<file path="src/rtl/stopwatch_display.sv">
// Multiplexed MM:SS display for the stopwatch.
// The minutes and seconds inputs are binary values from 0 to 59. They are
// converted to BCD and scanned onto four active-low seven-segment digits.
// While adjust mode is active, the selected field blinks.
// A shadow copy of the time is taken once per full scan. This stops a
// single scan from mixing the old and new values of MM:SS.
module stopwatch_display #(
    parameter int REFRESH_DIV = 100000,
    parameter int BLINK_DIV   = 25000000
) (
    input  logic       clk,
    input  logic       rst,
    input  logic [5:0] minutes,
    input  logic [5:0] seconds,
    input  logic       adj,
    input  logic       sel,
    output logic [6:0] seg,
    output logic [3:0] an
);

    localparam int RW = (REFRESH_DIV > 2) ? $clog2(REFRESH_DIV) : 1;
    localparam int BW = (BLINK_DIV > 2) ? $clog2(BLINK_DIV) : 1;
    localparam logic [6:0] SEG_DASH  = 7'b0111111;
    localparam logic [6:0] SEG_BLANK = 7'b1111111;

    logic [RW-1:0] r_refresh_cnt;
    logic [1:0]    r_idx;
    logic [BW-1:0] r_blink_cnt;
    logic          r_phase;
    logic [5:0]    r_min_sh;
    logic [5:0]    r_sec_sh;
    logic          r_prime;
    logic [6:0]    r_seg;
    logic [3:0]    r_an;

    logic          w_refresh_wrap;
    logic          w_capture;
    logic          w_blank;
    logic [6:0]    w_digit_seg [4];
    logic [6:0]    w_seg_next;
    logic [3:0]    w_an_next;

    // Binary 0-59 to {tens, ones} by successive compare/subtract steps.
    function automatic logic [7:0] f_bcd(input logic [5:0] v);
        logic [5:0] rem;
        logic [3:0] tens;
        rem  = v;
        tens = 4'd0;
        if (rem >= 6'd40) begin rem = rem - 6'd40; tens = tens + 4'd4; end
        if (rem >= 6'd20) begin rem = rem - 6'd20; tens = tens + 4'd2; end
        if (rem >= 6'd10) begin rem = rem - 6'd10; tens = tens + 4'd1; end
        return {tens, rem[3:0]};
    endfunction

    // Active-low {g,f,e,d,c,b,a} pattern for one decimal digit.
    function automatic logic [6:0] f_seg(input logic [3:0] d);
        logic [6:0] s;
        case (d)
            4'd0:    s = 7'b1000000;
            4'd1:    s = 7'b1111001;
            4'd2:    s = 7'b0100100;
            4'd3:    s = 7'b0110000;
            4'd4:    s = 7'b0011001;
            4'd5:    s = 7'b0010010;
            4'd6:    s = 7'b0000010;
            4'd7:    s = 7'b1111000;
            4'd8:    s = 7'b0000000;
            4'd9:    s = 7'b0010000;
            default: s = SEG_DASH;
        endcase
        return s;
    endfunction

    assign w_refresh_wrap = (r_refresh_cnt == RW'(REFRESH_DIV - 1));
    // Capture the inputs on the first edge after reset, and again when the scan wraps from 3 to 0.
    assign w_capture      = r_prime | (w_refresh_wrap & (r_idx == 2'd3));
    // Slots 0 and 1 hold seconds (sel=1); slots 2 and 3 hold minutes (sel=0).
    assign w_blank        = adj & r_phase & (sel == ~r_idx[1]);

    // Build the segment pattern of every digit slot from the shadow time.
    // A shadow value of 60-63 is out of range, so both digits of that field show a dash.
    generate
        for (genvar gi = 0; gi < 4; gi++) begin : g_digit
            logic [5:0] w_field;
            logic [7:0] w_bcd;
            assign w_field = (gi < 2) ? r_sec_sh : r_min_sh;
            assign w_bcd   = f_bcd(w_field);
            assign w_digit_seg[gi] = (w_field >= 6'd60) ? SEG_DASH
                                   : f_seg((gi % 2 == 1) ? w_bcd[7:4] : w_bcd[3:0]);
        end
    endgenerate

    // Next anode and segment values. The display stays blank until the first capture and whenever the slot is blinked off.
    always_comb begin
        w_an_next  = 4'b1111;
        w_seg_next = SEG_BLANK;
        if (!r_prime && !w_blank) begin
            w_an_next  = ~(4'b0001 << r_idx);
            w_seg_next = w_digit_seg[r_idx];
        end
    end

    // Scan timing: the refresh prescaler, the digit index and the prime flag.
    always_ff @(posedge clk or negedge rst) begin
        if (!rst) begin
            r_refresh_cnt <= '0;
            r_idx         <= 2'd0;
            r_prime       <= 1'b1;
        end else begin
            r_prime <= 1'b0;
            if (w_refresh_wrap) begin
                r_refresh_cnt <= '0;
                r_idx         <= r_idx + 2'd1;
            end else begin
                r_refresh_cnt <= r_refresh_cnt + RW'(1);
            end
        end
    end

    // Shadow copy of the time. It changes only at the capture points.
    always_ff @(posedge clk or negedge rst) begin
        if (!rst) begin
            r_min_sh <= 6'd0;
            r_sec_sh <= 6'd0;
        end else if (w_capture) begin
            r_min_sh <= minutes;
            r_sec_sh <= seconds;
        end
    end

    // Blink timebase. It is held at phase 0 outside adjust mode, so each adjust session starts with the field visible.
    always_ff @(posedge clk or negedge rst) begin
        if (!rst) begin
            r_blink_cnt <= '0;
            r_phase     <= 1'b0;
        end else if (!adj) begin
            r_blink_cnt <= '0;
            r_phase     <= 1'b0;
        end else if (r_blink_cnt == BW'(BLINK_DIV - 1)) begin
            r_blink_cnt <= '0;
            r_phase     <= ~r_phase;
        end else begin
            r_blink_cnt <= r_blink_cnt + BW'(1);
        end
    end

    // Registered pin drivers. This gives no combinational path from any input to the pins.
    always_ff @(posedge clk or negedge rst) begin
        if (!rst) begin
            r_an  <= 4'b1111;
            r_seg <= SEG_BLANK;
        end else begin
            r_an  <= w_an_next;
            r_seg <= w_seg_next;
        end
    end

    assign seg = r_seg;
    assign an  = r_an;

endmodule

</file>
<file path="config.mk">
export PLATFORM = sky130hd
export DESIGN_NAME = stopwatch_display
export DESIGN_NICKNAME = d
export VERILOG_FILES = /design/src/rtl/stopwatch_display.sv
export SDC_FILE = /design/constraint.sdc
export NUM_CORES = 1
export LEC_CHECK = 0
export BUFFER_PORTS_ARGS = -buffer_cell sky130_fd_sc_hd__buf_4
export CAP_MARGIN = 5
export CORE_MARGIN = 3
export CORE_UTILIZATION = 56
export CTS_CLUSTER_DIAMETER = 80
export CTS_CLUSTER_SIZE = 25
export DETAILED_ROUTE_END_ITERATION = 10
export PLACE_DENSITY_LB_ADDON = 0.15
export SLEW_MARGIN = 40
export SYNTH_ARGS = -nofsm -noshare
export SYNTH_HDL_FRONTEND = slang
export SYNTH_SLANG_ARGS = --single-unit
</file>
<file path="constraint.sdc">
create_clock -name clk -period 3.55 [get_ports clk]
set_input_delay 0.71 -clock clk [delete_from_list [all_inputs] [get_ports clk]]
set_output_delay 0.71 -clock clk [all_outputs]
set_load 0.05 [all_outputs]
</file>
=== Word level (Yosys, flattened, before mapping) ===
Memories as Yosys holds them, arrays and structs flattened.
Index checks and enable logic that the tools add are counted.

* Add/subtract/negate cells: 13
* Magnitude comparators: 9
* Eq/ne operators: 5
* Shift-type cells: 1
* Mux-type cells: 26
* Bitwise logic cells: 8
* Reduce and logical (&&, ||, !) cells: 3

{| class="wikitable"
|+ Operators with widths
! cell !! count
|-
| 25-bit two-way mux || 2
|-
| 7-bit two-way mux || 7
|-
| 4-bit two-way mux || 7
|-
| 25-bit by 1-bit adder with 25-bit output (second input constant) || 1
|-
| 25-bit equality test (second input constant) || 1
|-
| 6-bit >= comparator (second input constant) || 4
|-
| 6-bit two-way mux || 4
|-
| 17-bit by 1-bit adder with 17-bit output (second input constant) || 1
|-
| 17-bit equality test (second input constant) || 1
|-
| 17-bit two-way mux || 1
|-
| 7-bit binary-select mux with 2-bit select || 1
|-
| 6-bit by 4-bit >= comparator with 1-bit output (second input constant) || 2
|-
| 6-bit by 5-bit >= comparator with 1-bit output (second input constant) || 2
|-
| 6-bit by 5-bit subtractor with 6-bit output (second input constant) || 2
|-
| 6-bit subtractor (second input constant) || 2
|-
| 4-bit by 1-bit adder with 4-bit output (second input constant) || 2
|-
| 4-bit by 2-bit adder with 4-bit output (second input constant) || 2
|-
| 4-bit subtractor (second input constant) || 2
|-
| 3-bit two-way mux || 2
|-
| 4-bit inverter || 1
|-
| 1-bit by 2-bit left shift with 4-bit output (first input constant) || 1
|-
| 1-bit AND || 3
|-
| 3-bit >= comparator (second input constant) || 1
|-
| 2-bit inverter with 3-bit output || 1
|-
| 9 further kinds || 12
|}

* Flip-flop bits (word level): 69
* Memory bits (read-only): 448
* Bits of input ports: 16
* Output and inout bits: 11
* Word-level logic and storage cells: 78
* Memories kept: 4

{| class="wikitable"
|+ Memories
! name !! words !! bits a word !! rd ports !! clocked after memory_dff !! wr ports !! line !! source
|-
| (no name shown) || 16 || 7 || 1 || 0 || 0 || 58 || <nowiki>case (d)</nowiki>
|-
| (no name shown) || 16 || 7 || 1 || 0 || 0 || 58 ||
|-
| (no name shown) || 16 || 7 || 1 || 0 || 0 || 58 ||
|-
| (no name shown) || 16 || 7 || 1 || 0 || 0 || 58 ||
|}

=== Logic depth before layout (Yosys ltp) ===
An unclocked memory read counts as a cell.

* Depth in word-level cells: 12
* Mapped depth: 18
* Gate-level depth less buffers: 16

=== Least setup slack after synthesis ===
OpenSTA, ideal clock, no wires.

* Kind: reg-to-reg
* Start: register r_min_sh[3], in the netlist g_digit[2].w_field[3]
* End: register r_seg[0], in the netlist seg[0]
* Setup time: 0.094 ns
* Arrival time: 3.848 ns
* Required time: 3.456 ns
* Slack: -0.393 ns
* Stages on the path, launching flop included: 19
* Path buffers: 2
* Cell sequence: dfrtp_1 > clkbuf_1 > inv_1 > ha_1 > nor2b_1 > o2111ai_1 > and2_1 > clkbuf_1 > nor2_1 > nor2b_1 > xnor2_1 > inv_1 > ha_1 > inv_1 > a221oi_1 > a211oi_1 > a2111oi_0 > a311oi_1 > a311oi_1

* Word-level cells in the longest chain between the ends: 12
* Elaborated cells between the ends (all ways): 23

{| class="wikitable"
|+ RTL lines
! item !! line !! source
|-
| start: declaration || 30 || <nowiki>logic [5:0] r_min_sh;</nowiki>
|-
| start signal: assignment || 126 || <nowiki>r_min_sh <= minutes;</nowiki>
|-
| 6-bit subtractor or 6-bit >= comparator (tied branches) || 49 || <nowiki>if (rem >= 6'd40) begin rem = rem - 6'd40; tens = tens + 4'd4; end</nowiki>
|-
| 6-bit two-way mux or 3-bit two-way mux (tied branches) || 49 ||
|-
| 6-bit by 5-bit subtractor with 6-bit output (tied with other cells) || 50 || <nowiki>if (rem >= 6'd20) begin rem = rem - 6'd20; tens = tens + 4'd2; end</nowiki>
|-
| 6-bit two-way mux or 4-bit two-way mux (tied branches) || n/a ||
|-
| 6-bit by 4-bit >= comparator with 1-bit output (tied with other cells) || 51 || <nowiki>if (rem >= 6'd10) begin rem = rem - 6'd10; tens = tens + 4'd1; end</nowiki>
|-
| 4-bit two-way mux || 51 ||
|-
| memory read 16 x 7 bit || n/a ||
|-
| 7-bit two-way mux || 88 || <nowiki>assign w_digit_seg[gi] = (w_field >= 6'd60) ? SEG_DASH</nowiki>
|-
| 7-bit binary-select mux with 2-bit select (*) || 99 || <nowiki>w_seg_next = w_digit_seg[r_idx];</nowiki>
|-
| 7-bit two-way mux (not written as such) (*) (2 in series) || 99 ||
|-
| 7-bit two-way mux (*) || 97 || <nowiki>if (!r_prime && !w_blank) begin</nowiki>
|-
| via w_seg_next[0] || 40 || <nowiki>logic [6:0] w_seg_next;</nowiki>
|-
| end signal: assignment || 154 || <nowiki>r_seg <= w_seg_next;</nowiki>
|-
| end: declaration || 33 || <nowiki>logic [6:0] r_seg;</nowiki>
|}

The timed path passes the listed nets; every way through them passes the cells marked *. The select of a mux whose other input is x is not followed.
A chain may end at the register's enable or synchronous reset.

=== Worst setup path in the final report ===
* Start: register r_min_sh[4], in the netlist g_digit[2].w_field[4]
* End: register r_seg[0], in the netlist seg[0]

The elaborated chain is that of the path after synthesis.

==> tab_implementation.tex <==
\begin{tabular}{lr}
\hline
Metric & Value \\
\hline
\multicolumn{2}{l}{\textbf{Place}} \\
\quad Post-Place Cell Area & 5310 sq um \\
\quad Placement Setup Slack & 125 ps \\
\quad Port Buffer Count & 26 \\
\quad Sum of net half-perimeters after detailed placement & 8120 um \\
\quad Final estimated routing congestion in global placement & 0.877 \\
\quad Post-Place Cells & 686 \\
\multicolumn{2}{l}{\textbf{Floorplanning}} \\
\quad Row count & 33 \\
\quad Chip Width & 99.9 um \\
\quad Core area & 8380 sq um \\
\quad Top-Level Pins & 27 \\
\quad Starting Density & 58.9\% \\
\quad Height of the die & 99.9 um \\
\quad Area of the die & 9980 sq um \\
\multicolumn{2}{l}{\textbf{Power and ir drop}} \\
\quad Power density over the cells & 449 nW/um\^{}2 \\
\quad Worst voltage drop across the vdd grid & 0.210 mV \\
\quad Tot Pwr & 2490 uW \\
\quad Static Leakage & 0.00243 uW \\
\multicolumn{2}{l}{\textbf{Global routing}} \\
\quad Number of global-route vias before repair & 4011 \\
\quad Maximum number of pins on one net before global-route repair & 70 \\
\quad Initial antenna violation count & 0 \\
\quad Wire length of the first global-routing pass & 19700 um \\
\quad Tot GR Track Use & 24.2\% \\
\quad Total global routing overflow & 0 \\
\multicolumn{2}{l}{\textbf{Logic synthesis}} \\
\quad Count of flip-flops with a built-in enable after synthesis & 0 \\
\quad Count of warnings emitted by yosys & 0 \\
\quad Cell types with the highest counts after synthesis & 60 x nor2\_1, 57 x dfrtp\_1, 49 x nand2\_1, 32 x ha\_1, 27 x xor2\_1 \\
\quad Most common cell in the netlist & nor2\_1 \\
\quad Predominant post-synthesis flop cell & dfrtp\_1 \\
\quad Unique masters post-synth & 67 \\
\quad Synth top area share & 28.9\% \\
\quad Synthesized netlist net count & 612 \\
\quad Post-synth design cell area & 4940 sq um \\
\quad Count of mapped cells out of synthesis & 564 \\
\quad \#FFs+latches synth & 69 \\
\quad Largest cells by area after synthesis & dfrtp\_1 29\%, ha\_1 8.1\%, dfstp\_2 6.4\%, xor2\_1 4.8\%, nor2\_1 4.6\% \\
\quad FFs w/ async S/R, synth & 100\% \\
\quad Syn avg cell area & 8.75 sq um \\
\quad Sequential cell area fraction in the yosys report & 35.3\% \\
\quad Cell type with the highest aggregate area in the netlist & dfrtp\_1 \\
\multicolumn{2}{l}{\textbf{CTS}} \\
\quad Clock sink count & 69 \\
\quad H-tree Lvls & 3 \\
\quad Clock root cell & clkbuf\_8 \\
\quad Cts hold-fix bufs & 0 \\
\quad Clock tree from TritonCTS & built \\
\quad Bufs on Longest Clock Path & 2 \\
\quad Cells resized by post-CTS repair & 0 \\
\quad Clk Latency, worst-skew pair & 350 ps \\
\quad Post-CTS setup buffer count & 0 \\
\quad Clock transition at the register clock pins on the worst setup and hold paths after CTS & 80 ps \\
\quad Inserted Clock Buffers & 9 \\
\multicolumn{2}{l}{\textbf{Status}} \\
\quad Run status & finished, final reports clean \\
\multicolumn{2}{l}{\textbf{Timing}} \\
\quad Final Cycle Share & 91.8\% \\
\quad Max-slew violations & 0 \\
\quad Final min period & 3260 ps \\
\quad Unrepaired setup endpoints after global routing & false \\
\quad Post-layout worst setup margin & 289 ps \\
\quad Max transition margin & 49.2\% \\
\quad Number of hold violations in the final report & 0 \\
\quad Max Clk Rate & 307 MHz \\
\quad Setup tns final & 0 ps \\
\quad Setup violations, final & 0 \\
\quad Worst Skew & 14.0 ps \\
\quad Worst Max-Slew Pin Slew & 752 ps \\
\multicolumn{2}{l}{\textbf{Critical path}} \\
\quad Kind of critical path & reg -> reg \\
\quad Endpoint of the worst register-to-register path & seg[0]\$\_DFF\_PN1\_ \\
\quad Startpoint class of the critical path & flop \\
\quad Required arrival time at the worst endpoint & 3810 ps \\
\quad Critical register-to-register path startpoint & g\_digit[2].w\_field[4]\$\_DFFE\_PN0P\_ \\
\quad First element of the critical path & g\_digit[2].w\_field[4]\$\_DFFE\_PN0P\_ \\
\quad Data arrival, critical path & 3520 ps \\
\quad Setup slack of the most critical reg-to-reg path & 290 ps \\
\quad Type of element capturing the critical path & flop \\
\quad Worst setup path endpoint & seg[0]\$\_DFF\_PN1\_ \\
\quad Worst reg-to-reg path cell count & 15 \\
\quad Worst-path fanout max & 16 \\
\multicolumn{2}{l}{\textbf{Route}} \\
\quad First-pass iteration count of the detailed router & 6 \\
\quad Number of remaining DRC errors & 0 \\
\quad Via-to-Cell Ratio & 6.07 \\
\quad Detailed Route WL & 11500 um \\
\quad WL/cell & 16.5 um \\
\quad Post-DRT Antenna Nets & 0 \\
\quad Via Count & 4255 \\
\quad Detailed Route Iter0 Violations & 261 \\
\multicolumn{2}{l}{\textbf{Hold path}} \\
\quad Path class of the lowest-slack min-delay path & in -> async \\
\multicolumn{2}{l}{\textbf{Cells and area}} \\
\quad Fraction of layout cells with a size suffix above 1 & 16.6\% \\
\quad Design Area, Final & 5540 sq um \\
\quad Post-layout instance count excluding filler cells & 701 \\
\quad Net total in the final layout & 640 \\
\quad \# diodes & 0 \\
\quad Area growth from synthesis to layout & 12.3\% \\
\multicolumn{2}{l}{\textbf{Job}} \\
\quad Max-Cap Viols & 0 \\
\hline
\end{tabular}
==> sequential cells by signal (all words and copies together), names as in the netlist <==
register         cells
r_prime              1
r_blink_cnt         25
an                   4
r_refresh_cnt       17
r_phase              1
g_digit.w_field     12
seg                  7
r_idx                2
==> placed cells by master, fill, tap and decap left out, types with 9 or more instances in the layout <==
master | netlist | routed
a211oi_1 | 9 | 9
a21oi_1 | 26 | 26
a31oi_1 | 12 | 12
and3_1 | 9 | 9
buf_4 | 0 | 45
clkbuf_8 | 0 | 9
dfrtp_1 | 57 | 57
dfstp_2 | 12 | 12
ha_1 | 32 | 32
inv_1 | 25 | 25
mux2_4 | 10 | 10
nand2_1 | 49 | 49
nand3_1 | 25 | 25
nor2_1 | 60 | 60
nor2b_1 | 12 | 10
nor3_1 | 16 | 16
o21ai_0 | 25 | 25
xnor2_1 | 17 | 17
xor2_1 | 27 | 27
==> logic make-up (layout without fill, tap and decap cells) <==
| kind of cell | Yosys count | count (layout) | share of synthesized area [%] |
|---|---|---|---|
| adder cells (fa/ha/maj) | 32 | 32 | 8.11 |
| multiplexers | 21 | 21 | 5.40 |
| XOR/XNOR | 44 | 44 | 7.81 |
| other | 1 | 1 | 0.0760 |
| AO/OA/AOI/OAI | 128 | 128 | 17.4 |
| AND/OR/NAND/NOR | 214 | 214 | 21.5 |
| flip-flops | 69 | 69 | 35.3 |
| buffers and inverters | 55 | 87 | 4.46 |
==> power by group <==
group	total [uW]	leakage, uW	internal, uW	switching (uW)
Clock	713	0.000101	392	321
Combinational	904	0.00146	344	560
Sequential	871	0.000878	838	32.3
==> layer usage <==
metal,track usage (%),wire length (um),vias up
li1,-,-,2056
met1,35.3,5460,2071
met2,36.8,5350,114
met3,4.52,574,14
met4,6.51,155,0
met5,0,0,-
==> worst max-delay path, stage by stage (launching register included) <==
cell       delay [ps]
dfrtp_1           350
buf_4             200
mux2_2            360
a2111oi_1         380
a21o_1            150
nor2_1             60
nor2b_2           150
xnor2_1           130
inv_1             120
ha_1              180
inv_1              50
a221oi_2          170
a211oi_1           70
a2111oi_1         400
a311oi_1          170
a311oi_1          230
==> how the worst min path moves through the flow <==
stage	startpoint	to	slack, ps
global route	rst	r_blink_cnt[3]$_DFF_PN0_	400
floorplan	rst	g_digit[0].w_field[0]$_DFFE_PN0P_	410
global placement	r_refresh_cnt[4]$_DFF_PN0_	r_refresh_cnt[4]$_DFF_PN0_	460
detailed placement	r_refresh_cnt[4]$_DFF_PN0_	r_refresh_cnt[4]$_DFF_PN0_	480
CTS	rst	r_blink_cnt[3]$_DFF_PN0_	380
finish	rst	r_blink_cnt[3]$_DFF_PN0_	350
==> final cells by class <==
cell class	count	area [sq um]
multi-input combinational	440	3010
fill	714	2840
sequential	69	1740
timing repair buffer	46	349
tap	105	131
clock buffer	9	124
inverter	26	97.6
clock inverter	6	88.8
==> per-stage QoR <==
stage | utilization [%] | hold WS, ps
finish | 66.1 | 350
global route | 66.1 | 397
CTS | 65.9 | 376
detailed placement | 63.4 | 476
global placement | 63.2 | 465
floorplan | - | 414
Power figures use the tool's default switching activity.
